## src/rtl/stopwatch_pkg.sv

```systemverilog
// stopwatch_pkg: shared types and constants for the BCD stopwatch
package stopwatch_pkg;
  typedef enum logic [1:0] {IDLE = 2'd0, RUN = 2'd1, PAUSE = 2'd2} state_t;
  localparam int BCD_W = 4;
  localparam int MOD_DEC = 10;
  localparam int MOD_SEX = 6;
  localparam int DISP_W = 24;
  localparam int OFF_CS_O = 0;
  localparam int OFF_CS_T = 4;
  localparam int OFF_SEC_O = 8;
  localparam int OFF_SEC_T = 12;
  localparam int OFF_MIN_O = 16;
  localparam int OFF_MIN_T = 20;
endpackage

```

## src/rtl/bcd_digit_counter.sv

```systemverilog
// bcd_digit_counter: single BCD digit counting modulo MOD with combinational carry out
module bcd_digit_counter
  import stopwatch_pkg::*;
#(
  parameter int MOD = 10
) (
  input  logic             clk_in,
  input  logic             rst,
  input  logic             clr,
  input  logic             carry_in,
  output logic [BCD_W-1:0] digit,
  output logic             carry_out
);
  logic [BCD_W-1:0] r_digit;
  logic             w_at_max;
  assign w_at_max = r_digit == BCD_W'(MOD - 1);
  assign carry_out = carry_in & w_at_max;
  assign digit = r_digit;
  always_ff @(posedge clk_in) begin
    if (rst || clr) r_digit <= '0;
    else if (carry_in) r_digit <= w_at_max ? '0 : r_digit + 1'b1;
  end
endmodule

```

## src/rtl/stopwatch_bcd.sv

```systemverilog
// stopwatch_bcd: mm:ss.cc BCD stopwatch with start/stop, lap freeze and rollover pulse
module stopwatch_bcd
  import stopwatch_pkg::*;
#(
  parameter int TICK_IS_LEVEL = 1,
  parameter int MINUTE_LIMIT = 60
) (
  input  logic              clk_in,
  input  logic              rst,
  input  logic              tick_in,
  input  logic              btn_start_stop,
  input  logic              btn_lap_reset,
  output logic [DISP_W-1:0] disp_bcd,
  output logic              running,
  output logic              lap_active,
  output logic              wrap
);
  localparam logic [BCD_W-1:0] MIN_MAX_T = BCD_W'((MINUTE_LIMIT - 1) / 10);
  localparam logic [BCD_W-1:0] MIN_MAX_O = BCD_W'((MINUTE_LIMIT - 1) % 10);
  state_t              r_state;
  state_t              w_state_next;
  logic                r_tick_prev;
  logic                w_tick, w_inc, w_clr, w_lap_toggle;
  logic [BCD_W-1:0]    w_cs_o, w_cs_t, w_sec_o, w_sec_t;
  logic                w_c0, w_c1, w_c2, w_c3;
  logic [BCD_W-1:0]    r_min_t, r_min_o;
  logic                w_min_max;
  logic                r_wrap;
  logic [DISP_W-1:0]   r_lap, r_disp, w_count, w_disp;
  logic                r_lap_active, r_lap_pending;
  assign w_tick = (TICK_IS_LEVEL != 0) ? (tick_in & ~r_tick_prev) : tick_in;
  assign w_inc = w_tick & (r_state == RUN);
  assign w_clr = (r_state == PAUSE) & btn_lap_reset & ~btn_start_stop;
  assign w_lap_toggle = (r_state == RUN) & btn_lap_reset & ~btn_start_stop;
  assign w_state_next = btn_start_stop ? ((r_state == RUN) ? PAUSE : RUN) : (w_clr ? IDLE : r_state);
  always_ff @(posedge clk_in) begin
    if (rst) begin
      r_state <= IDLE;
      r_tick_prev <= 1'b1;
    end else begin
      r_state <= w_state_next;
      r_tick_prev <= tick_in;
    end
  end
  bcd_digit_counter #(.MOD(MOD_DEC)) u_cs_o (.clk_in(clk_in), .rst(rst), .clr(w_clr), .carry_in(w_inc), .digit(w_cs_o), .carry_out(w_c0));
  bcd_digit_counter #(.MOD(MOD_DEC)) u_cs_t (.clk_in(clk_in), .rst(rst), .clr(w_clr), .carry_in(w_c0), .digit(w_cs_t), .carry_out(w_c1));
  bcd_digit_counter #(.MOD(MOD_DEC)) u_sec_o (.clk_in(clk_in), .rst(rst), .clr(w_clr), .carry_in(w_c1), .digit(w_sec_o), .carry_out(w_c2));
  bcd_digit_counter #(.MOD(MOD_SEX)) u_sec_t (.clk_in(clk_in), .rst(rst), .clr(w_clr), .carry_in(w_c2), .digit(w_sec_t), .carry_out(w_c3));
  // minutes compare against the full two-digit limit so non-decade limits wrap correctly
  assign w_min_max = (r_min_t == MIN_MAX_T) && (r_min_o == MIN_MAX_O);
  always_ff @(posedge clk_in) begin
    if (rst || w_clr) begin
      r_min_t <= '0;
      r_min_o <= '0;
    end else if (w_c3) begin
      r_min_o <= (w_min_max || r_min_o == 4'd9) ? '0 : r_min_o + 1'b1;
      r_min_t <= w_min_max ? '0 : ((r_min_o == 4'd9) ? r_min_t + 1'b1 : r_min_t);
    end
  end
  always_ff @(posedge clk_in) begin
    if (rst) r_wrap <= 1'b0;
    else r_wrap <= w_c3 & w_min_max;
  end
  assign w_count = {r_min_t, r_min_o, w_sec_t, w_sec_o, w_cs_t, w_cs_o};
  // the lap value is the post-increment count, so it is captured one cycle after the press
  always_ff @(posedge clk_in) begin
    if (rst || w_clr) begin
      r_lap <= '0;
      r_lap_active <= 1'b0;
      r_lap_pending <= 1'b0;
    end else begin
      if (w_lap_toggle) r_lap_active <= ~r_lap_active;
      r_lap_pending <= w_lap_toggle & ~r_lap_active;
      if (r_lap_pending) r_lap <= w_count;
    end
  end
  assign w_disp = (r_lap_active && !r_lap_pending) ? r_lap : w_count;
  always_ff @(posedge clk_in) begin
    if (rst) r_disp <= '0;
    else r_disp <= w_disp;
  end
  assign disp_bcd = r_disp;
  assign running = r_state == RUN;
  assign lap_active = r_lap_active;
  assign wrap = r_wrap;
endmodule

```

## config.mk

```make
export PLATFORM = sky130hd
export DESIGN_NAME = stopwatch_bcd
export DESIGN_NICKNAME = d
export VERILOG_FILES = /design/src/rtl/stopwatch_pkg.sv /design/src/rtl/bcd_digit_counter.sv /design/src/rtl/stopwatch_bcd.sv
export SDC_FILE = /design/constraint.sdc
export NUM_CORES = 1
export LEC_CHECK = 0
export ABC_AREA = 1
export CAP_MARGIN = 5
export CORE_UTILIZATION = 50
export DETAILED_ROUTE_END_ITERATION = 7
export PLACE_DENSITY = 0.77
export SLEW_MARGIN = 20
export SYNTH_ARGS = -nofsm -noshare
export SYNTH_HDL_FRONTEND = slang
export SYNTH_SLANG_ARGS = --single-unit
```

## constraint.sdc

```tcl
create_clock -name clk_in -period 1.5 [get_ports clk_in]
set_clock_uncertainty 0.15 [all_clocks]
set_input_delay 0.3 -clock clk_in [delete_from_list [all_inputs] [get_ports clk_in]]
set_output_delay 0.3 -clock clk_in [all_outputs]
set_load 0.005 [all_outputs]
```

==> metrics.md, run 1 <==
| Metric | Value |
|---|---|
| Post-Syn Instances | `399` |
| Max Clk Rate | `0.667 GHz` |
| Slew headroom | `0.800` |
| CP Max Fanout | `6` |
| Vias in the first global route | `2593` |
| Worst setup slack after layout | `-0.0000627 ns` |
| P per Cell Area | `about 900 mW/mm^2` |
| Ports | `32` |
| # hold bufs at CTS | `0` |
| # DRC | `0` |
| Via count | `2854` |
| Total power | `3.73 mW` |
| Syn nets | `408` |
| Initial antenna violation count | `0` |
| Wire per inst | `12.9 um` |
| TritonCTS Buffers | `9` |
| Sequential share of the synthesized area | `0.503` |
| Final nets | `480` |
| Setup violators final | `1` |
| Num rows | `28` |
| Antenna cells | `0` |
| RSZ-0062 raised after global routing | `true` |
| Worst hold path type | `primary input to flip-flop` |
| TritonRoute pass-1 iters | `4` |
| Detail Placement HPWL | `about 4500 um` |
| Port bufs | `31` |
| GRT Util Overall | `0.235` |
| Critical path launch point type | `flip-flop` |
| Synthesis-stage register bit count | `78` |
| 1st-iter DRT viols | `~130` |
| Failing checks | `setup timing` |
| CTS Root Cell | `clkbuf_8` |
| WL final | `7070 um` |
| Crit path DAT | `1.63 ns` |
| Core ar. | `0.00596 mm^2` |
| Worst-Skew Late Latency | `~0.35 ns` |
| Layout cell share with drive strength beyond 1 | `0.241` |
| YS warnings | `0` |
| Vias per cell | `about 5.2` |
| First-pass GRT wire length | `11600 um` |
| DIE AREA | `0.00653 mm^2` |
| Max-cap viol count | `0` |
| Die Y | `80.8 um` |
| CTS tree | `built` |
| Tcrit/Tclk final | `1.00` |
| Worst-Margin Slew | `0.300 ns` |
| Max IR drop VDD | `0.633 mV` |
| Clock Sinks | `78` |
| Distinct cells, synth | `29` |
| Setup crit end kind | `flip-flop` |
| Clock buffer depth | `2` |
| Die width | `80.8 um` |
| GP Congestion | `0.833` |
| Initial Util | `0.521` |
| CP Class | `flip-flop to flip-flop` |
| Mean Syn Cell Area | `7.78 um^2` |
| Fin crit period | `1.50 ns` |
| Mapped cell area | `0.00311 mm^2` |
| Final ANT Viol Nets | `0` |
| Slew Limit Fails | `0` |
| Gr ovfl total | `0` |
| H-tree Lvls | `3` |
| Worst Path Required | `1.63 ns` |
| Status | `finished with violations` |
| Hold_ws | `0.168 ns` |
| Static Leak | `approximately 1.7 nW` |
| Final Hold Vio Count | `0` |
| Clock transition at the registers of the reported paths | `roughly 0.07 ns` |
| Largest net degree at the start of global routing | `46` |
| Area grow syn2layout | `30.1%` |
==> cell type report <==
cell class,count,area (um^2)
Clock buffer,12,145
Clock inverter,2,10.0
Fill cell,497,1920
Inverter,39,154
Multi-Input combinational cell,268,1410
Sequential cell,78,1570
Tap cell,75,93.8
Timing Repair Buffer,75,656
==> report_power, final <==
part           leakage (nW)  switching, mW  total, mW  internal [mW]
Clock                0.0821          0.696       1.32          0.623
Sequential            0.633         0.0116       2.12           2.11
Combinational         0.998          0.169      0.291          0.122
==> per-layer routing <==
| layer | global-route usage | up-vias | share of wire |
|---|---|---|---|
| met3 | 0.0607 | 13 | 0.045 |
| li1 | - | 1434 | - |
| met2 | 0.396 | 63 | 0.48 |
| met4 | 0.0911 | 0 | 0.020 |
| met5 | 0 | - | 0 |
| met1 | 0.285 | 1344 | 0.45 |
==> synthesized netlist by cell type <==
cell      count  area share
nand2_1     101        0.12
dfxtp_1      78        0.50
a21oi_1      63        0.10
nor2_1       27       0.033
o21ai_0      26       0.042
inv_1        24       0.029
inv_2        14       0.017
clkbuf_1     10       0.012
nand3_1       8       0.013
nand4_1       6       0.012
nor3_1        6      0.0097
buf_2         5      0.0081
ha_1          4       0.016
nand2_2       4      0.0081
xor2_1        3      0.0085
nand3_4       2       0.011
nor2_2        2      0.0040
nor2_4        2      0.0073
nor2_8        2       0.013
o21ai_1       2      0.0032
or2_2         2      0.0040
a211oi_1      1      0.0024
and3_1        1      0.0020
clkinv_1      1      0.0012
nand2_4       1      0.0036
nor3_2        1      0.0032
nor3_4        1      0.0052
o31ai_1       1      0.0024
xnor2_1       1      0.0028
==> flip-flops by register name (all words and copies together), names as in the netlist, 2 cells and up <==
signal / cells
u_sec_t.digit: 4
r_min_t: 4
r_lap: 24
u_cs_t.digit: 4
r_min_o: 4
u_cs_o.digit: 4
r_state: 2
u_sec_o.digit: 4
disp_bcd: 24
==> repair_timing <==
action,CTS,global route
buffers inserted,3,4
pin swaps,7,11
cloned,1,0
setup endpoints to repair,40,30
resized for setup,43,21
==> path summary, 6_finish.rpt <==
| kind | endpoint | slack (ns) | cells past startpoint | from |
|---|---|---|---|---|
| worst max register to register | r_min_o[0]$_SDFFE_PP0P_ | -0.00006 | 9 | r_state[1]$_SDFFE_PP0P_ |
| worst min register to register | r_lap[5]$_SDFFE_PP0P_ | 0.31 | 2 | r_lap[5]$_SDFFE_PP0P_ |
| worst max-delay path | r_min_o[0]$_SDFFE_PP0P_ | -0.00006 | 9 | r_state[1]$_SDFFE_PP0P_ |
| worst min-delay path | r_tick_prev$_SDFF_PP1_ | 0.17 | 2 | tick_in |
==> kinds of logic after synthesis <==
kind of cell    Yosys count  share of synthesized area
compound gates           93                      0.151
fa+ha+maj                 4                     0.0161
flops                    78                      0.503
simple gates            166                      0.251
xor+xnor                  4                     0.0113
buf+inv                  54                     0.0673
==> stage by stage <==
stage / setup WS, ns / util / std cells / cell area [um^2] / setup TNS (ns)
after detailed placement: -0.430 / 0.632 / 527 / 3760 / -15.06
after global placement: -0.395 / 0.632 / 527 / 3760 / -14.14
after global routing: -0.102 / 0.678 / 549 / 4040 / -0.844
final: -0.0000627 / 0.678 / 549 / 4040 / -0.0000627
after CTS: -0.00355 / 0.661 / 545 / 3940 / -0.00495
after floorplan: 0.0909 / - / 399 / 3110 / 0
==> critical path, stage by stage (launching register included) <==
cell and delay, ns:
dfxtp_2 0.32, inv_2 0.07, nand2_4 0.08, nor2_8 0.13, nand3_4 0.15, nor2_8 0.17
nand2_4 0.09, inv_4 0.07, nand2_1 0.06, a21oi_2 0.13
==> layout by cell type, fill, tap and decap left out, types with 4 or more instances in the layout <==
cell            n
a21oi_1        62
buf_12          4
buf_4          39
clkbuf_8       10
dfxtp_1        71
dfxtp_2         7
dlygate4sd2_1  27
ha_1            4
inv_1          21
inv_2          16
nand2_1        95
nand2_2         8
nand3_1         7
nand4_1         6
nor2_1         23
nor2_2          5
nor2_4          4
nor3_1          5
o21ai_0        26
(Power assumes the default switching activity.)
==> inputs of run 2 (changes only) <==
--- a/config.mk
+++ b/config.mk
@@ -7,9 +7,9 @@
 export LEC_CHECK = 0
 export ABC_AREA = 1
 export CAP_MARGIN = 5
-export CORE_UTILIZATION = 50
+export CORE_UTILIZATION = 60
 export DETAILED_ROUTE_END_ITERATION = 7
-export PLACE_DENSITY = 0.77
+export PLACE_DENSITY = 0.87
 export SLEW_MARGIN = 20
 export SYNTH_ARGS = -nofsm -noshare
 export SYNTH_HDL_FRONTEND = slang
==> constraint.sdc (replaced) <==
create_clock -name clk_in -period 1.9 [get_ports clk_in]
set_clock_uncertainty 0.15 [all_clocks]
set_input_delay 0.38 -clock clk_in [delete_from_list [all_inputs] [get_ports clk_in]]
set_output_delay 0.38 -clock clk_in [all_outputs]
set_load 0.005 [all_outputs]
==> run 2 against run 1 <==
- the flow now finishes without violations
- register-to-register slack better by 0.19 ns
- clock power hardly changed
- highest routed layer unchanged
- sequential share of layout area is 2.7 points higher
- cell count is 7.1% lower
- largest cell class unchanged
- worst setup slack better by 0.16 ns
- sequential cell count stayed put
- power is 13% lower
==> metrics.md, run 2 (synthesis results as in run 1) <==
| Metric | Value |
|---|---|
| TritonCTS Buffers | `9` |
| TritonRoute pass-1 iters | `5` |
| Area grow syn2layout | `21.1%` |
| Placement Cell Area | `0.00354 mm^2` |
| Clock network fraction of total power | `0.417` |
| Fin crit period | `1.74 ns` |
| Max-cap viol count | `0` |
| CTS Root Cell | `clkbuf_8` |
| Fin Setup TNS | `0 ns` |
| Wire per inst | `12.9 um` |
| Slew headroom | `0.441` |
| Detail Placement HPWL | `approximately 4200 um` |
| Part of the power in registers | `0.516` |
| RSZ-0062 raised after global routing | `false` |
| Port bufs | `31` |
| Vias in the first global route | `2577` |
| Net Switching | `0.712 mW` |
| Switching Fraction | `0.220` |
| Clock Sinks | `78` |
| Total power | `3.24 mW` |
| Final nets | `447` |
| Status | `finished clean` |
| Commonest non-fill, non-tap cell in the layout | `nand2_1` |
| Initial Util | `0.641` |
| Crit path DAT | `1.21 ns` |
| Initial antenna violation count | `0` |
| WP buf/inv | `1` |
| Setup crit end kind | `primary output` |
| Final instance area | `0.00376 mm^2` |
| Tcrit/Tclk final | `0.914` |
| Most frequent cells in the layout | `101 x nand2_1, 77 x dfxtp_1, 63 x a21oi_1` |
| Largest stage delay, worst path | `0.51 ns` |
| Final ANT Viol Nets | `0` |
| Die width | `73.9 um` |
| Slew Limit Fails | `0` |
| CP Max Fanout | `2` |
| 1st-iter DRT viols | `201` |
| WL final | `6600 um` |
| FF-to-FF setup slack | `0.19 ns` |
| Vias per cell | `5.32` |
| Setup bufs post-CTS | `0` |
| GRT Util Overall | `0.267` |
| Antenna cells | `0` |
| Clock transition at the registers of the reported paths | `about 0.08 ns` |
| GP Congestion | `0.879` |
| P per Cell Area | `862 mW/mm^2` |
| Combinational power share | `0.067` |
| Layout cell share with drive strength beyond 1 | `0.133` |
| Static Leak | `approximately 1.4 nW` |
| Die Y | `73.9 um` |
| Max Clk Rate | `0.576 GHz` |
| First-pass GRT wire length | `between 10000 and 15000 um` |
| Clock buffer depth | `2` |
| Ports | `32` |
| Worst Path Required | `1.37 ns` |
| Worst hold path type | `flip-flop to flip-flop` |
| Max IR drop VDD | `0.666 mV` |
| Pint | `between 2 and 3 mW` |
| Num rows | `25` |
| Crit-path cells | `clkdlybuf4s50_1` |
| Gr ovfl total | `0` |
| Worst-Skew Late Latency | `0.35 ns` |
| Setup violators final | `0` |
| DIE AREA | `between 0.005 and 0.006 mm^2` |
| CP Class | `flip-flop to primary output` |
| CTS tree | `built` |
| CP top delay family | `buffers and inverters` |
| Largest net degree at the start of global routing | `46` |
| # DRC | `0` |
| Final Hold Vio Count | `0` |
| Critical path launch point type | `flip-flop` |
| H-tree Lvls | `3` |
| Core ar. | `about 0.0048 mm^2` |
| Via count | `approximately 2700` |
| Worst-Margin Slew | `0.837 ns` |
| Max stage delay cell, worst path | `clkdlybuf4s50_1` |
-- run 2: area by class of cell --
type,count,area (um^2)
clock buffers,12,145
inverters,39,146
well taps,67,83.8
flip-flops and latches,78,1560
clock inverters,4,70.1
multi-input cells,267,1340
fillers,356,1090
repair buffers,43,412
-- run 2: final timing paths --
kind	startpoint	end	depth (start not counted)
worst max-delay path	lap_active$_SDFFE_PP0P_	lap_active	1
worst min-delay path	r_lap[0]$_SDFFE_PP0P_	r_lap[0]$_SDFFE_PP0P_	2
worst max register to register	lap_active$_SDFFE_PP0P_	disp_bcd[8]$_SDFF_PP0_	5
worst min register to register	r_lap[0]$_SDFFE_PP0P_	r_lap[0]$_SDFFE_PP0P_	2
-- run 2: routing by layer --
| layer | up-vias | part of all wire | global-route usage |
|---|---|---|---|
| met2 | 85 | 0.48 | 0.468 |
| met4 | 0 | 0.018 | 0.124 |
| li1 | 1371 | - | - |
| met1 | 1247 | 0.44 | 0.306 |
| met5 | - | 0 | 0 |
| met3 | 12 | 0.053 | 0.0664 |
-- run 2: what timing repair did --
item / in CTS / in global routing
hold buffers: 0 / 0
gates resized for setup: 4 / 0
setup endpoints to repair: 1 / 0
-- run 2: through the flow --
step | hold slack (ns) | std cells | util | setup WS [ns]
final | 0.307 | 510 | 0.775 | 0.163
after global routing | 0.329 | 510 | 0.775 | 0.0712
after CTS | 0.309 | 510 | 0.775 | 0.147
after detailed placement | 0.298 | 494 | 0.730 | -0.109
after global placement | 0.295 | 494 | 0.730 | -0.0699
after floorplan | 0.287 | 399 | - | 0.451
-- run 2: power groups by stage --
| stage | registers (mW) | logic [mW] | clock network [mW] |
|---|---|---|---|
| 4_1_cts | 1.67 | 0.216 | 1.37 |
| 2_1_floorplan | 1.71 | 0.108 | 0 |
| 3_3_place_gp | 1.71 | 0.212 | 0 |
| 6_report | 1.67 | 0.217 | 1.35 |
| 3_5_place_dp | 1.71 | 0.215 | 0 |
| 5_1_grt | 1.68 | 0.238 | 1.44 |
